<file path="src/rtl/sobel_hls_deadlock_param_monitor_if.sv">
// Monitor-side signal bundle for the sobel HLS deadlock monitor: stall/idle inputs,
// channel mask, clear and the registered debug outputs.
interface sobel_hls_deadlock_param_monitor_if #(
  parameter int unsigned NUM_AXIS = 3,
  parameter int unsigned NUM_INST = 3,
  parameter int unsigned NUM_BLK  = 1,
  parameter int unsigned CNT_W    = 8,
  parameter int unsigned IDX_W    = (NUM_AXIS > 1) ? $clog2(NUM_AXIS) : 1
);
  logic [NUM_AXIS-1:0] axis_block_sigs;
  logic [NUM_INST-1:0] inst_idle_sigs;
  logic [NUM_BLK-1:0]  inst_block_sigs;
  logic [NUM_AXIS-1:0] axis_mask;
  logic                clear;
  logic                block;
  logic [IDX_W-1:0]    block_chan;
  logic                block_by_inst;
  logic [CNT_W-1:0]    block_cycles;

  modport master (
    output axis_block_sigs, inst_idle_sigs, inst_block_sigs, axis_mask, clear,
    input  block, block_chan, block_by_inst, block_cycles
  );

  modport slave (
    input  axis_block_sigs, inst_idle_sigs, inst_block_sigs, axis_mask, clear,
    output block, block_chan, block_by_inst, block_cycles
  );
endinterface

</file>
<file path="src/rtl/sobel_hls_deadlock_param_monitor.sv">
// Deadlock monitor for one sobel HLS dataflow region: flags a qualified stall that persists
// THRESH cycles. Define DEADLOCK_MON_STICKY_EN to latch BLOCKED until clear or reset.
module sobel_hls_deadlock_param_monitor #(
  parameter int unsigned NUM_AXIS = 3,
  parameter int unsigned NUM_INST = 3,
  parameter int unsigned NUM_BLK  = 1,
  parameter int unsigned THRESH   = 16,
  parameter int unsigned CNT_W    = 8,
  parameter int unsigned IDX_W    = (NUM_AXIS > 1) ? $clog2(NUM_AXIS) : 1
) (
  input logic                               clock,
  input logic                               reset,
  sobel_hls_deadlock_param_monitor_if.slave mon
);
  typedef enum logic [1:0] {StIdle, StSuspect, StBlocked} state_e;

  localparam logic [CNT_W-1:0] ThreshC = CNT_W'(THRESH);

  state_e              state_q, state_d;
  logic [CNT_W-1:0]    pcnt_q, pcnt_d;
  logic [CNT_W-1:0]    cyc_q, cyc_d;
  logic [IDX_W-1:0]    chan_q, chan_d;
  logic                by_inst_q, by_inst_d;
  logic [NUM_AXIS-1:0] masked;
  logic [IDX_W-1:0]    first_idx;
  logic                raw;
  logic                enter;

  assign masked = mon.axis_block_sigs & mon.axis_mask;
  // An all-idle region is finished, not deadlocked.
  assign raw = ((|masked) | (|mon.inst_block_sigs)) & ~(&mon.inst_idle_sigs);

  always_comb begin
    first_idx = '0;
    for (int i = int'(NUM_AXIS) - 1; i >= 0; i--) begin
      if (masked[i]) first_idx = IDX_W'(i);
    end
  end

  always_comb begin
    state_d   = state_q;
    pcnt_d    = pcnt_q;
    cyc_d     = cyc_q;
    chan_d    = chan_q;
    by_inst_d = by_inst_q;
    enter     = 1'b0;

    if (!raw) begin
      pcnt_d = '0;
    end else if (pcnt_q < ThreshC) begin
      pcnt_d = pcnt_q + 1'b1;
    end

    unique case (state_q)
      StIdle: begin
        if (raw) begin
          if (THRESH == 1) enter = 1'b1;
          else             state_d = StSuspect;
        end
      end
      StSuspect: begin
        if (!raw)                          state_d = StIdle;
        else if (pcnt_q == ThreshC - 1'b1) enter = 1'b1;
      end
      StBlocked: begin
        if (raw && !(&cyc_q)) cyc_d = cyc_q + 1'b1;
`ifdef DEADLOCK_MON_STICKY_EN
        state_d = StBlocked;
`else
        if (!raw) state_d = StIdle;
`endif
      end
      default: state_d = StIdle;
    endcase

    if (enter) begin
      state_d   = StBlocked;
      chan_d    = first_idx;
      by_inst_d = ~(|masked);
      cyc_d     = '0;
    end
  end

  always_ff @(posedge clock) begin
    if (reset || mon.clear) begin
      state_q   <= StIdle;
      pcnt_q    <= '0;
      cyc_q     <= '0;
      chan_q    <= '0;
      by_inst_q <= 1'b0;
    end else begin
      state_q   <= state_d;
      pcnt_q    <= pcnt_d;
      cyc_q     <= cyc_d;
      chan_q    <= chan_d;
      by_inst_q <= by_inst_d;
    end
  end

  assign mon.block         = (state_q == StBlocked);
  assign mon.block_chan    = chan_q;
  assign mon.block_by_inst = by_inst_q;
  assign mon.block_cycles  = cyc_q;
endmodule
</file>
<file path="src/flat_wrapper.sv">
// flat-port wrapper written by rule: the top's interface ports become plain ports
module sobel_hls_deadlock_param_monitor_flat 
#(
  parameter int unsigned NUM_AXIS = 3,
  parameter int unsigned NUM_INST = 3,
  parameter int unsigned NUM_BLK  = 1,
  parameter int unsigned THRESH   = 16,
  parameter int unsigned CNT_W    = 8,
  parameter int unsigned IDX_W    = (NUM_AXIS > 1) ? $clog2(NUM_AXIS) : 1
)
  (clock, reset, mon_axis_block_sigs, mon_inst_idle_sigs, mon_inst_block_sigs, mon_axis_mask, mon_clear, mon_block, mon_block_chan, mon_block_by_inst, mon_block_cycles);
  sobel_hls_deadlock_param_monitor_if #(.NUM_AXIS(NUM_AXIS), .NUM_INST(NUM_INST), .NUM_BLK(NUM_BLK), .CNT_W(CNT_W), .IDX_W(IDX_W)) mon_i ();
  input logic clock;
  input logic reset;
  input wire logic [$bits(mon_i.axis_block_sigs)-1:0] mon_axis_block_sigs;
  input wire logic [$bits(mon_i.inst_idle_sigs)-1:0] mon_inst_idle_sigs;
  input wire logic [$bits(mon_i.inst_block_sigs)-1:0] mon_inst_block_sigs;
  input wire logic [$bits(mon_i.axis_mask)-1:0] mon_axis_mask;
  input wire logic [$bits(mon_i.clear)-1:0] mon_clear;
  output wire logic [$bits(mon_i.block)-1:0] mon_block;
  output wire logic [$bits(mon_i.block_chan)-1:0] mon_block_chan;
  output wire logic [$bits(mon_i.block_by_inst)-1:0] mon_block_by_inst;
  output wire logic [$bits(mon_i.block_cycles)-1:0] mon_block_cycles;
  assign mon_i.axis_block_sigs = mon_axis_block_sigs;
  assign mon_i.inst_idle_sigs = mon_inst_idle_sigs;
  assign mon_i.inst_block_sigs = mon_inst_block_sigs;
  assign mon_i.axis_mask = mon_axis_mask;
  assign mon_i.clear = mon_clear;
  assign mon_block = mon_i.block;
  assign mon_block_chan = mon_i.block_chan;
  assign mon_block_by_inst = mon_i.block_by_inst;
  assign mon_block_cycles = mon_i.block_cycles;
  sobel_hls_deadlock_param_monitor #(.NUM_AXIS(NUM_AXIS), .NUM_INST(NUM_INST), .NUM_BLK(NUM_BLK), .THRESH(THRESH), .CNT_W(CNT_W), .IDX_W(IDX_W)) u_core (.clock(clock), .reset(reset), .mon(mon_i));
endmodule
</file>
<file path="config.mk">
export PLATFORM = sky130hd
export DESIGN_NAME = sobel_hls_deadlock_param_monitor_flat
export DESIGN_NICKNAME = d
export VERILOG_FILES = /design/src/rtl/sobel_hls_deadlock_param_monitor_if.sv /design/src/rtl/sobel_hls_deadlock_param_monitor.sv /design/src/flat_wrapper.sv
export SDC_FILE = /design/constraint.sdc
export NUM_CORES = 1
export LEC_CHECK = 0
export ABC_AREA = 1
export CAP_MARGIN = 25
export CORE_ASPECT_RATIO = 0.5
export CORE_MARGIN = 4
export CORE_UTILIZATION = 35
export CTS_CLUSTER_DIAMETER = 100
export DETAILED_ROUTE_END_ITERATION = 12
export PLACE_DENSITY = 0.58
export SYNTH_ARGS = -nofsm -noshare
export SYNTH_HDL_FRONTEND = slang
export SYNTH_SLANG_ARGS = --single-unit
</file>
<file path="constraint.sdc">
create_clock -name clock -period 1.7 [get_ports clock]
set_clock_uncertainty 0.2 [all_clocks]
set_input_delay 0.34 -clock clock [delete_from_list [all_inputs] [get_ports clock]]
set_output_delay 0.34 -clock clock [all_outputs]
set_load 0.05 [all_outputs]
</file>
# Yosys cells after proc, flatten, opt, wreduce, memory -nomap -nowiden
# Index checks and enable logic that the tools add are counted.
# word_totals
reg_bits	21
in_bits	13
out_inout_bits	12
elab_cells	45
# classes
addsub	2
n_lt_le_gt_ge	1
eq_ne	7
n_mux	10
bitwise_logic	6
n_reduce_logical	13
# ops
cell	count
adder 8 x 1 -> 8 bit, second input constant	2
two-way mux 2 bit	6
== test 8 x 4 -> 1 bit, second input constant	1
less-than comparator 8 x 5 -> 1 bit, second input constant	1
AND reduction 8 bit	1
AND reduction 2 bit	3
OR reduction 2 bit	3
one-hot mux 2 bit (2 select lines)	1
AND 3 bit	1
two-way mux 1 bit	3
!= test 3 x 1 -> 1 bit, second input constant	1
!= test 3 bit, second input constant	1
NOT 1 bit	3
AND reduction 3 bit	1
OR reduction 3 bit	1
== test 2 x 1 -> 1 bit, second input constant	1
== test 2 bit, second input constant	1
logical NOT 2 bit	1
!= test 2 x 1 -> 1 bit, second input constant	1
!= test 2 bit, second input constant	1
AND 1 bit	1
logical AND 1 bit	1
logical NOT 1 bit	1
logical OR 1 bit	1
bitwise OR 1 bit	1

# Longest topological paths before layout
# logic_depth
ltp_word	8
depth_mapped	8
mapped_depth_nobuf	8

# Worst setup path before layout
# Ideal clock, no wire load.
# synth_path
kind	reg2reg
startpoint	reg u_core.cyc_q[0] (netlist: u_core.mon.block_cycles[0])
endpoint	reg u_core.cyc_q[5] (netlist: u_core.mon.block_cycles[5])
setup_ps	70
arrival_ps	1599
required_time_ps	1430
setup_slack_ps	-169
path_stages_with_launch	8
path_buffers	0
synth_period_minus_slack_ps	1869
cell_sequence	dfxtp_1 -> ha_1 -> nand2_1 -> nor2_1 -> nand2_1 -> nand2_2 -> o21ai_0 -> a21oi_1
# synth_between
elab_chain_len	4
elab_cells_between_ends	5
cone_classes	add/sub (1); reduce/logical (4)
# synth_lines
element	line	source
start: declaration	sobel_hls_deadlock_param_monitor.sv:21	logic [CNT_W-1:0] cyc_q, cyc_d;
start signal: assignment	sobel_hls_deadlock_param_monitor.sv:94	cyc_q <= cyc_d;
branches (longest 4 deep; another with adder 8 x 1 -> 8 bit)	n/a	
# Parallel ways; which one is timed is not known.
# A chain may end at the register's enable or synchronous reset.

# Worst setup path in the final report
# layout_path
startpoint	reg u_core.state_q[0]
endpoint	out mon_block
# layout_between
elab_chain_len	1
# layout_lines
element	line	source
start: declaration	sobel_hls_deadlock_param_monitor.sv:19	state_e state_q, state_d;
start signal: assignment	sobel_hls_deadlock_param_monitor.sv:86	state_q <= StIdle;
start signal: assignment	sobel_hls_deadlock_param_monitor.sv:92	state_q <= state_d;
== test 2 bit	sobel_hls_deadlock_param_monitor.sv:100	assign mon.block = (state_q == StBlocked);
end: declaration	flat_wrapper.sv:20	output wire logic [$bits(mon_i.block)-1:0] mon_block;
# No other way between the ends.

==> metrics.cfg <==
[run_status]
outcome=finished clean

[drt]
wirelength_mm=2.20
viasPerCell=4.43
wl_per_cell_um=9.54
postRouteAntennaNets=0
firstDrtPassIters=4
drt_iter0_markers=36
drc=0
vias=1019

[critical_path]
r2r_start=u_core.mon.block_cycles[1]
r2r_setup_slack_ns=0.14
cp.required_ns=1.16
critPathKind=reg2out
cp_data_arrival_time_ns=1.08
endpoint_kind=output port
crit_path_start=u_core.state_q[0]
rr_endpoint=u_core.mon.block_cycles[0]
start_kind=flop
reg2reg_depth=8
path_max_fanout=4

[global_route]
grt_pass1_wl_mm=3.67
grt.total_usage_pct=11.3
grt.busiest_layer=met2
gr-usage-met1_pct=13.8
grt_pass1_vias=896
antenna_found_initial=0
grt_util_met3_pct=4.47
grt_overflow=0
gr-usage-met2_pct=19.8
grt_max_degree=13

[synth]
synthMuxAreaShare_pct=0
synthAdderAreaFrac_pct=6.78
synthCells=147
synth_top_family_by_area=simple AND/OR/NAND/NOR gates
synthSimpleGateAreaFrac_pct=32.4
syn_area_um2=1110
syn-num-nets=166
ys_warn_count=0
ys_types=21
synth-xor-area-share_pct=6.33
synth_compound_area_share_pct=10.1
ys_seq_area_share_pct=38.0
ys_ff_latch=21
avgSynthCellArea_um2=7.53

[finish]
drive_gt1_share_pct=26.3
syn_to_final_growth_pct=53.3
stdcell_area_um2=1700
diodes=0
layout.cells.most_common=nand2_1
fin_nets=210
final_cell_mix=nand2_1 (28), nor2_1 (20), dfxtp_1 (18)
fin_cells=230

[floorplan]
initial_core_util_pct=36.8
die-area_um2=4180
pin_count=25
core_area_um2=3010
rows=14
die_x_um=87.5
die_y_um=47.8

[pwr]
power.density_nw_per_um2=554
p_leak_nw=0.711
power_mw=0.941
peakVddDrop_uv=399

[clock_network]
cts_tree=done
cts-root-buf=clkbuf_8
postCtsHoldBufs=0
cts_max_level=1
clock_latency_ns=0.27
clock_sinks=21
clkSlewWorstSetupHoldPaths_ns=0.08
numCtsBuffers=3
cts_buffer_depth=2

[hold_path]
hp-start=u_core.pcnt_q[6]
hold_end=u_core.pcnt_q[6]
hold_path.class=reg2reg
hold_path_depth=2

[place]
dpl_cell_area_um2=1640
io_buffers=24
dpl.cell_count=226
dpl_worst_slack_ns=-0.140
gp_congestion=0.768
dp_hpwl_mm=1.77

[timing]
timing.final.max_slew_violations=0
finalCritPeriodShare_pct=95.4
setup_violations=0
maxSlewHeadroom_pct=80.0
rsz0062_at_grt=no
fmaxAchievable_mhz=617
finalCriticalPeriod_ns=1.62
layout_setup_ws_ns=0.0789
tightest_slew_ns=0.299
hold_viol_final=0

[job]
max_cap_viol_count=0

-- metal layers --
metal	vias to the layer above	part of all wire [%]
met5	-	0
met4	0	0.46
met3	3	5.6
met2	18	45
met1	443	49
li1	555	-
-- layout make-up --
cell class	instances	area, um^2
flip-flops and latches	21	424
repair buffers	40	480
inverters	17	63.8
clock inverters	1	5.00
multi-input cells	108	633
clock buffers	3	41.3
well taps	40	50.0
fillers	289	1320
-- cell usage after synthesis, drive strengths merged --
master  instances  area share, %
nand4           4            2.8
nand2          33             13
inv            17            5.8
ha              6            6.8
o21bai          1           0.68
xor2            7            5.5
nor2           25             11
o21ai          10            4.5
buf             1           0.68
xnor2           1           0.79
a21oi          10            4.9
dfxtp          21             38
nand3          11            5.4
-- logic make-up after synthesis --
family,after synthesis
adder cells (fa/ha/maj),6
AO/OA/AOI/OAI,21
XOR/XNOR,8
AND/OR/NAND/NOR,73
buffers and inverters,18
flip-flops,21
-- critical path, stage by stage (launching register included) --
cell and delay (ns):
dfxtp_1 0.32, inv_1 0.15, ha_4 0.20, buf_12 0.14
-- worst max path at each step --
stage,depth (start not counted),endpoint
floorplan,7,u_core.mon.block_cycles[5]
global placement,7,u_core.mon.block_cycles[4]
detailed placement,8,u_core.mon.block_cycles[1]
CTS,3,mon_block
global route,8,u_core.mon.block_cycles[3]
finish,3,mon_block
-- per-stage QoR --
step           hold WS [ns]  TNS (ns)  utilization, %
2_1_floorplan         0.220         0               -
3_3_place_gp          0.226     -1.16            54.3
3_5_place_dp          0.231     -1.50            54.3
4_1_cts               0.243         0            55.8
5_1_grt               0.256         0            56.4
6_report              0.239         0            56.4
-- registers in the layout (all words and copies together), names as in the netlist --
register                  count
u_core.mon.block_chan         2
u_core.mon.block_cycles       8
u_core.state_q                2
u_core.mon.block_by_inst      1
u_core.pcnt_q                 8
-- power breakdown --
part	switching, mW	internal (mW)	total, mW	leakage [nW]
Combinational	0.0470	0.0563	0.103	0.515
Sequential	0.00307	0.495	0.499	0.171
Clock	0.175	0.164	0.339	0.0255
Total	0.225	0.715	0.941	0.711
-- timing repair --
| action | 4_1_cts | 5_1_grt |
|---|---|---|
| buffers inserted | 0 | 0 |
| setup endpoints to repair | 0 | 8 |
| gates resized for setup | 0 | 3 |
No activity file was read; power rests on OpenSTA's default activity.
